[src/rtl/fetch_if.sv]
// fetch_if: bundles the fetch-stage control, memory and IF/ID signals between fetch_unit and its neighbours.
interface fetch_if;
    logic        stall;
    logic        branch_taken;
    logic [31:0] branch_target;
    logic        jump;
    logic [25:0] jump_index;
    logic        jr;
    logic [31:0] jr_target;
    logic [31:0] instruction;
    logic [31:0] PC;
    logic [31:0] ifid_instr;
    logic [31:0] ifid_pc_plus4;
    logic        ifid_valid;
    logic        pc_oob;
    logic        misalign_err;
    logic [31:0] fetch_count;
    modport master (
        input  stall, branch_taken, branch_target, jump, jump_index, jr, jr_target, instruction,
        output PC, ifid_instr, ifid_pc_plus4, ifid_valid, pc_oob, misalign_err, fetch_count
    );
    modport slave (
        output stall, branch_taken, branch_target, jump, jump_index, jr, jr_target, instruction,
        input  PC, ifid_instr, ifid_pc_plus4, ifid_valid, pc_oob, misalign_err, fetch_count
    );
endinterface

[src/rtl/fetch_unit.sv]
// fetch_unit: MIPS instruction-fetch stage owning the PC and the IF/ID pipeline register.
module fetch_unit #(
    parameter logic [31:0] RESET_PC = 32'h0000_0000,
    parameter int          MEM_SIZE = 256
) (
    input logic     clk,
    input logic     resetN,
    fetch_if.master bus
);
    logic [31:0] pc_plus4;
    logic [31:0] target;
    logic        redirect;
    always_comb begin
        pc_plus4 = bus.PC + 32'd4;
        redirect = bus.branch_taken | bus.jump | bus.jr;
        target   = bus.branch_taken ? bus.branch_target :
                   bus.jr           ? bus.jr_target :
                                      {pc_plus4[31:28], bus.jump_index, 2'b00};
    end
    assign bus.pc_oob = bus.PC >= 32'(MEM_SIZE);
    // Redirect squashes the wrong-path word and wins over stall; out-of-range fetches become bubbles.
    always_ff @(posedge clk or negedge resetN) begin
        if (!resetN) begin
            bus.PC            <= RESET_PC;
            bus.ifid_instr    <= '0;
            bus.ifid_pc_plus4 <= '0;
            bus.ifid_valid    <= 1'b0;
            bus.misalign_err  <= 1'b0;
            bus.fetch_count   <= '0;
        end else if (redirect) begin
            bus.PC           <= target;
            bus.ifid_instr   <= '0;
            bus.ifid_valid   <= 1'b0;
            bus.misalign_err <= bus.misalign_err | (target[1:0] != 2'b00);
        end else if (!bus.stall) begin
            bus.PC            <= pc_plus4;
            bus.ifid_instr    <= bus.pc_oob ? 32'd0 : bus.instruction;
            bus.ifid_valid    <= !bus.pc_oob;
            bus.ifid_pc_plus4 <= bus.pc_oob ? bus.ifid_pc_plus4 : pc_plus4;
            bus.fetch_count   <= bus.fetch_count + 32'(!bus.pc_oob);
        end
    end
endmodule

[src/flat_wrapper.sv]
// flat-port wrapper written by rule: the top's interface ports become plain ports
module fetch_unit_flat 
#(
    parameter logic [31:0] RESET_PC = 32'h0000_0000,
    parameter int          MEM_SIZE = 256
)
  (clk, resetN, bus_stall, bus_branch_taken, bus_branch_target, bus_jump, bus_jump_index, bus_jr, bus_jr_target, bus_instruction, bus_PC, bus_ifid_instr, bus_ifid_pc_plus4, bus_ifid_valid, bus_pc_oob, bus_misalign_err, bus_fetch_count);
  fetch_if bus_i ();
  input logic clk;
  input logic resetN;
  input wire logic [$bits(bus_i.stall)-1:0] bus_stall;
  input wire logic [$bits(bus_i.branch_taken)-1:0] bus_branch_taken;
  input wire logic [$bits(bus_i.branch_target)-1:0] bus_branch_target;
  input wire logic [$bits(bus_i.jump)-1:0] bus_jump;
  input wire logic [$bits(bus_i.jump_index)-1:0] bus_jump_index;
  input wire logic [$bits(bus_i.jr)-1:0] bus_jr;
  input wire logic [$bits(bus_i.jr_target)-1:0] bus_jr_target;
  input wire logic [$bits(bus_i.instruction)-1:0] bus_instruction;
  output wire logic [$bits(bus_i.PC)-1:0] bus_PC;
  output wire logic [$bits(bus_i.ifid_instr)-1:0] bus_ifid_instr;
  output wire logic [$bits(bus_i.ifid_pc_plus4)-1:0] bus_ifid_pc_plus4;
  output wire logic [$bits(bus_i.ifid_valid)-1:0] bus_ifid_valid;
  output wire logic [$bits(bus_i.pc_oob)-1:0] bus_pc_oob;
  output wire logic [$bits(bus_i.misalign_err)-1:0] bus_misalign_err;
  output wire logic [$bits(bus_i.fetch_count)-1:0] bus_fetch_count;
  assign bus_i.stall = bus_stall;
  assign bus_i.branch_taken = bus_branch_taken;
  assign bus_i.branch_target = bus_branch_target;
  assign bus_i.jump = bus_jump;
  assign bus_i.jump_index = bus_jump_index;
  assign bus_i.jr = bus_jr;
  assign bus_i.jr_target = bus_jr_target;
  assign bus_i.instruction = bus_instruction;
  assign bus_PC = bus_i.PC;
  assign bus_ifid_instr = bus_i.ifid_instr;
  assign bus_ifid_pc_plus4 = bus_i.ifid_pc_plus4;
  assign bus_ifid_valid = bus_i.ifid_valid;
  assign bus_pc_oob = bus_i.pc_oob;
  assign bus_misalign_err = bus_i.misalign_err;
  assign bus_fetch_count = bus_i.fetch_count;
  fetch_unit #(.RESET_PC(RESET_PC), .MEM_SIZE(MEM_SIZE)) u_core (.clk(clk), .resetN(resetN), .bus(bus_i));
endmodule
[config.mk]
export PLATFORM = sky130hd
export DESIGN_NAME = fetch_unit_flat
export DESIGN_NICKNAME = d
export VERILOG_FILES = /design/src/rtl/fetch_if.sv /design/src/rtl/fetch_unit.sv /design/src/flat_wrapper.sv
export SDC_FILE = /design/constraint.sdc
export NUM_CORES = 1
export LEC_CHECK = 0
export CAP_MARGIN = 20
export CORE_MARGIN = 4
export CORE_UTILIZATION = 44
export DETAILED_ROUTE_END_ITERATION = 12
export PLACE_DENSITY = 0.83
export RECOVER_POWER = 100
export SLEW_MARGIN = 20
export SYNTH_ARGS = -nofsm -noshare
export SYNTH_HDL_FRONTEND = slang
export SYNTH_SLANG_ARGS = --single-unit
[constraint.sdc]
create_clock -name clk -period 3.9 [get_ports clk]
set_clock_uncertainty 0.05 [all_clocks]
set_input_delay 0.39 -clock clk [delete_from_list [all_inputs] [get_ports clk]]
set_output_delay 0.39 -clock clk [all_outputs]
set_load 0.01 [all_outputs]
* After elaboration in Yosys (flattened, before gate mapping) *
Cells that the tools add are included.

storage, ports and cells
  register bits = 130
  bits of input ports = 128
  output and inout port bits = 131
  word-level logic and storage cells = 29

operators by class
  add/subtract/negate cells = 2
  $lt $le $gt $ge = 1
  equal/unequal tests = 1
  muxes and demuxes = 9
  bitwise gates (word level) = 6
  reductions and logical operators = 4

operators with widths
  cell                   number
  $mux 32                7
  $add 32x1->32          1
  $add 32x3->32 const B  1
  $ge 32x9->1 const B    1
  $not 1->1              3
  $or 1x1->1             3
  $reduce_and 3->1       1
  $mux 1                 2
  $ne 2x1->1 const B     1
  $reduce_and 2->1       1
  $reduce_bool 2->1      1
  $logic_not 1->1        1

* Logic depth before layout (Yosys ltp) *
  depth in word-level cells = 5
  mapped depth = 11
  gate-level depth less buffers = 9

* Worst setup path after synthesis *
OpenSTA, ideal clock, no wires.

  kind = register to register
  start point = register u_core.bus.PC[9]
  end point = register u_core.bus.fetch_count[11]
  library setup time = 0.126 ns
  data arrival time = 2.783 ns
  required time = 3.724 ns
  slack = 0.940 ns
  stages on the path, launching flop included = 12
  path buffers = 2
  period minus slack after synthesis = 2.960 ns
  path through = dfrtp_1 clkbuf_1 nor4_1 nand4_1 nor2_1 clkbuf_1 ha_1 nand2_1 nor4b_4 and3b_1 nand3_1 xnor2_1

between the ends
  cells in the longest elaborated chain, start to end = 3

ends and longest elaborated chain
  what                    RTL line          source
  start, declared         fetch_if.sv:20    output PC, ifid_instr, ifid_pc_plus4, ifid_valid, pc_oob, misalign_err, fetch_count
  start signal, assigned  fetch_unit.sv:31  bus.PC <= target;
  start signal, assigned  fetch_unit.sv:36  bus.PC <= pc_plus4;
  $ge 32x9->1             fetch_unit.sv:20  assign bus.pc_oob = bus.PC >= 32'(MEM_SIZE);
  $logic_not 1->1         fetch_unit.sv:40  bus.fetch_count <= bus.fetch_count + 32'(!bus.pc_oob);
  $add 32x1->32           fetch_unit.sv:40
  end signal, assigned    fetch_unit.sv:40
  end, declared           fetch_if.sv:20

Every way passes these cells.
A chain may end at the register's enable or synchronous reset.

* Worst setup path in the final report *
  start point = input bus_jr
  end point = register u_core.bus.fetch_count[28]

between the ends
  cells in the longest elaborated chain, start to end = 3

ends and longest elaborated chain
  what                        RTL line            source
  start, declared             flat_wrapper.sv:16  input wire logic [$bits(bus_i.jr)-1:0] bus_jr;
  $or 1x1->1                  fetch_unit.sv:15    redirect = bus.branch_taken | bus.jump | bus.jr;
  $not 1->1 (no line)         -
  $reduce_and 2->1 (no line)  -

Every way passes these cells.

==> flow_metrics.env <==
export IMPL_status="finished, violations left"
export IMPL_violations="max-capacitance violations, max-slew violations"
export IMPL_synth_edf_count=0
export IMPL_relSlewSlack_pct=-32.4
export IMPL_cts_buffers=17
export IMPL_crit_top_cell="clkbuf_1"
export IMPL_cts_root_buffer="clkbuf_16"
export IMPL_seqPwrFrac_pct=41.4
export IMPL_critPathBufInv=3
export IMPL_grt_pass1_wl_um=31400
export IMPL_syn_to_final_growth_pct=51.5
export IMPL_power_density_mw_per_mm2=364
export IMPL_seq_area_frac_synth_pct=51.5
export IMPL_antenna_found_initial=1
export IMPL_vias=5872
export IMPL_internal_power_mw=2.64
export IMPL_finalSetupViolCount=0
export IMPL_track_usage_pct=24.3
export IMPL_peakVddDrop_uv=326
export IMPL_path_class="in2reg"
export IMPL_clockPowerShare_pct=46.9
export IMPL_layout_min_cycle_time_ps=3330
export IMPL_tns_ps=0
export IMPL_first_iter_violations=436
export IMPL_drc_errors=0
export IMPL_cp_arrival_ps=3580
export IMPL_port_buffers=258
export IMPL_nNetsFinal=1016
export IMPL_place_congestion=0.838
export IMPL_clock_fmax_mhz=300
export IMPL_yosys_most_used_dff="dfrtp_1"
export IMPL_p_leak_nw=4.24
export IMPL_die_w_um=128
export IMPL_grt_overflow=0
export IMPL_crit_family="simple AND/OR/NAND/NOR gates"
export IMPL_synth_largest_area_cell="dfrtp_1"
export IMPL_cpPeakStageDelay_ps=680
export IMPL_start_util_pct=45.1
export IMPL_synth_area_leaders="dfrtp_1 (52%), xnor2_1 (5.8%), nand2_1 (5.3%)"
export IMPL_hold_worst_slack_ps=425
export IMPL_place_hpwl_um=14400
export IMPL_clkLatencyLatePin_ps=420
export IMPL_worstMarginPinSlew_ps=1990
export IMPL_cts_tree="yes"
export IMPL_finalHoldViolations=0
export IMPL_share_comb_of_total_power_pct=11.7
export IMPL_min_path_type="in2reg"
export IMPL_synth_nets=770
export IMPL_cp_start_kind="input pin"
export IMPL_async_reset_ff_share_pct=100
export IMPL_switchingPower_uw=839
export IMPL_antenna_left=0
export IMPL_rsz0062_at_grt="false"
export IMPL_grt_max_degree=81
export IMPL_rows=43
export IMPL_synth_seq_cells=130
export IMPL_wirelength_um=19700
export IMPL_vias_per_cell=5.46
export IMPL_wl_per_cell_um=18.3
export IMPL_synth_area_sq_mm=0.00631
export IMPL_n_fill_cell=1112
export IMPL_synth_distinct_cells=41
export IMPL_drv_slew=119
export IMPL_end_kind="flip-flop"
export IMPL_post_cts_resized=0
export IMPL_drive_gt1_share_pct=5.80
export IMPL_die_h_um=128
export IMPL_cts_htree_levels=4
export IMPL_cp_required_ps=4140
export IMPL_switching_share_pct=24.1
export IMPL_coreArea_sq_mm=0.0140
export IMPL_clock_sinks=130
export IMPL_cts_max_path_buffers=2
export IMPL_die_area_sq_mm=0.0163
export IMPL_grt_pass1_vias=5936
export IMPL_synth_avg_cell_area_sq_um=9.90
export IMPL_io_pins=259
export IMPL_synth_cells=638
export IMPL_yosys_area_top_type_share_pct=51.5
export IMPL_ys_warnings_count=0
export IMPL_clk_pin_slew_ps=50
export IMPL_critPathSlowestCell="clkbuf_1"
export IMPL_fin_crit_sh_pct=85.5
export IMPL_critPathMaxFanout=37
export IMPL_cap_violations=2
export IMPL_firstDrtPassIters=5
export IMPL_n_antenna_cell=0
export IMPL_crit_path_cell_trace="dlygate4sd3_1 -> clkbuf_1 -> nor4_1 -> clkbuf_1 -> and3_1 -> nor4b_2 -> nand3_1 -> xnor2_1"
==> worst min-delay path, cell delays in order <==
cell	delay, ps
buf_2	130
nor2_1	70
xnor2_1	130
o221ai_1	110
==> layout make-up <==
cell class              count  area [sq um]  share of cell area, %
clock inverters            12           158                   1.65
multi-input cells         452          2790                   29.1
well taps                 180           225                   2.35
repair buffers            270          2640                   27.6
inverters                  13          48.8                  0.510
clock buffers              19           453                   4.74
flip-flops and latches    130          3250                   34.0
==> flip-flops by register name, indices dropped and copies added (netlist names) <==
name / cells
u_core.bus.ifid_valid: 1
u_core.bus.PC: 32
u_core.bus.ifid_pc_plus4: 32
u_core.bus.misalign_err: 1
u_core.bus.ifid_instr: 32
u_core.bus.fetch_count: 32
==> what timing repair did <==
item | in CTS | in global routing
endpoints found under the setup margin | 0 | 0
setup buffers | 0 | 0
hold buffers | 1 | 0
endpoints found under the hold margin | 1 | 0
==> layout by cell type (no fill, tap or decap), types with 6 or more instances in the layout <==
cell,n
a21oi_1,40
a22oi_1,27
and3_1,7
clkbuf_16,17
clkdlybuf4s50_1,122
dfrtp_1,130
dlygate4sd3_1,134
inv_1,12
mux2_2,6
nand2_1,89
nand3_1,51
nand4_1,20
nor2_1,27
nor2b_1,25
nor3_1,16
nor4_1,16
o21ai_0,6
o221ai_1,25
xnor2_1,42
xor2_1,18
==> cells in the mapped netlist (2+ instances only) <==
cell type and instances:
nand3_1 51, nor3b_1 2, xor2_1 18, dfrtp_1 130, buf_2 3, mux2_2 6
and2_1 5, nor2_1 27, buf_6 2, nand2_1 89, clkbuf_1 34, o21ai_0 6
nor4b_1 3, a222oi_1 3, and3_1 7, nor4_1 15, o221ai_1 25, o211ai_1 2
inv_1 12, nor2b_1 26, mux2i_1 5, a22oi_1 27, ha_1 4, nor3_1 15
a21oi_1 40, buf_4 2, xnor2_1 42, nand4_1 20, buf_1 2, nor4b_4 2
nand2b_1 2, and3b_1 2
==> power by group through the flow <==
stage	Combinational [mW]	Sequential (mW)	Clock, mW
global placement	0.421	1.46	0
floorplan	0.150	1.46	0
CTS	0.427	1.44	1.65
detailed placement	0.423	1.47	0
finish	0.408	1.44	1.63
global route	0.444	1.45	1.72
==> path summary, 6_finish.rpt <==
kind,from,endpoint,slack (ps),cells after the start
setup / recovery,bus_jr,u_core.bus.fetch_count[28],570,8
hold / removal,bus_stall,u_core.bus.PC[8],420,4
setup reg to reg,u_core.bus.PC[19],u_core.bus.fetch_count[29],890,9
hold reg to reg,u_core.bus.ifid_pc_plus4[28],u_core.bus.ifid_pc_plus4[28],440,1
max in group asynchronous,resetN,u_core.bus.ifid_pc_plus4[15],1170,3
min in group asynchronous,resetN,u_core.bus.fetch_count[13],1030,2
==> per-stage QoR <==
stage | worst slack (ps) | cells | area (sq um) | util, % | power (mW)
floorplan | 940 | 638 | 6310 | - | 1.61
global placement | 718 | 1044 | 9010 | 64.4 | 1.89
detailed placement | 693 | 1044 | 9010 | 64.4 | 1.89
CTS | 805 | 1076 | 9640 | 68.9 | 3.52
global route | 306 | 1076 | 9560 | 68.4 | 3.61
finish | 567 | 1076 | 9560 | 68.4 | 3.48
==> cell families (layout without fill, tap and decap cells) <==
family                   count (synthesis)  after routing  synth area share [%]
flip-flops                             130            130                  51.5
AND/OR/NAND/NOR                        274            274                  22.7
XOR/XNOR                                60             60                  8.32
multiplexers                            11             11                  1.86
adder cells (fa/ha/maj)                  4              4                 0.793
buffers and inverters                   56            314                  3.74
AO/OA/AOI/OAI                          103            103                  11.0
==> per-layer routing <==
layer / vias to the layer above / track usage, % / wire, um
met1: 2796 / 30.4 / 7750
met3: 27 / 8.38 / 2000
met4: 2 / 7.43 / 283
li1: 2774 / - / -
met5: - / 0 / 12
met2: 273 / 39.7 / 9660
(Power assumes the default switching activity.)
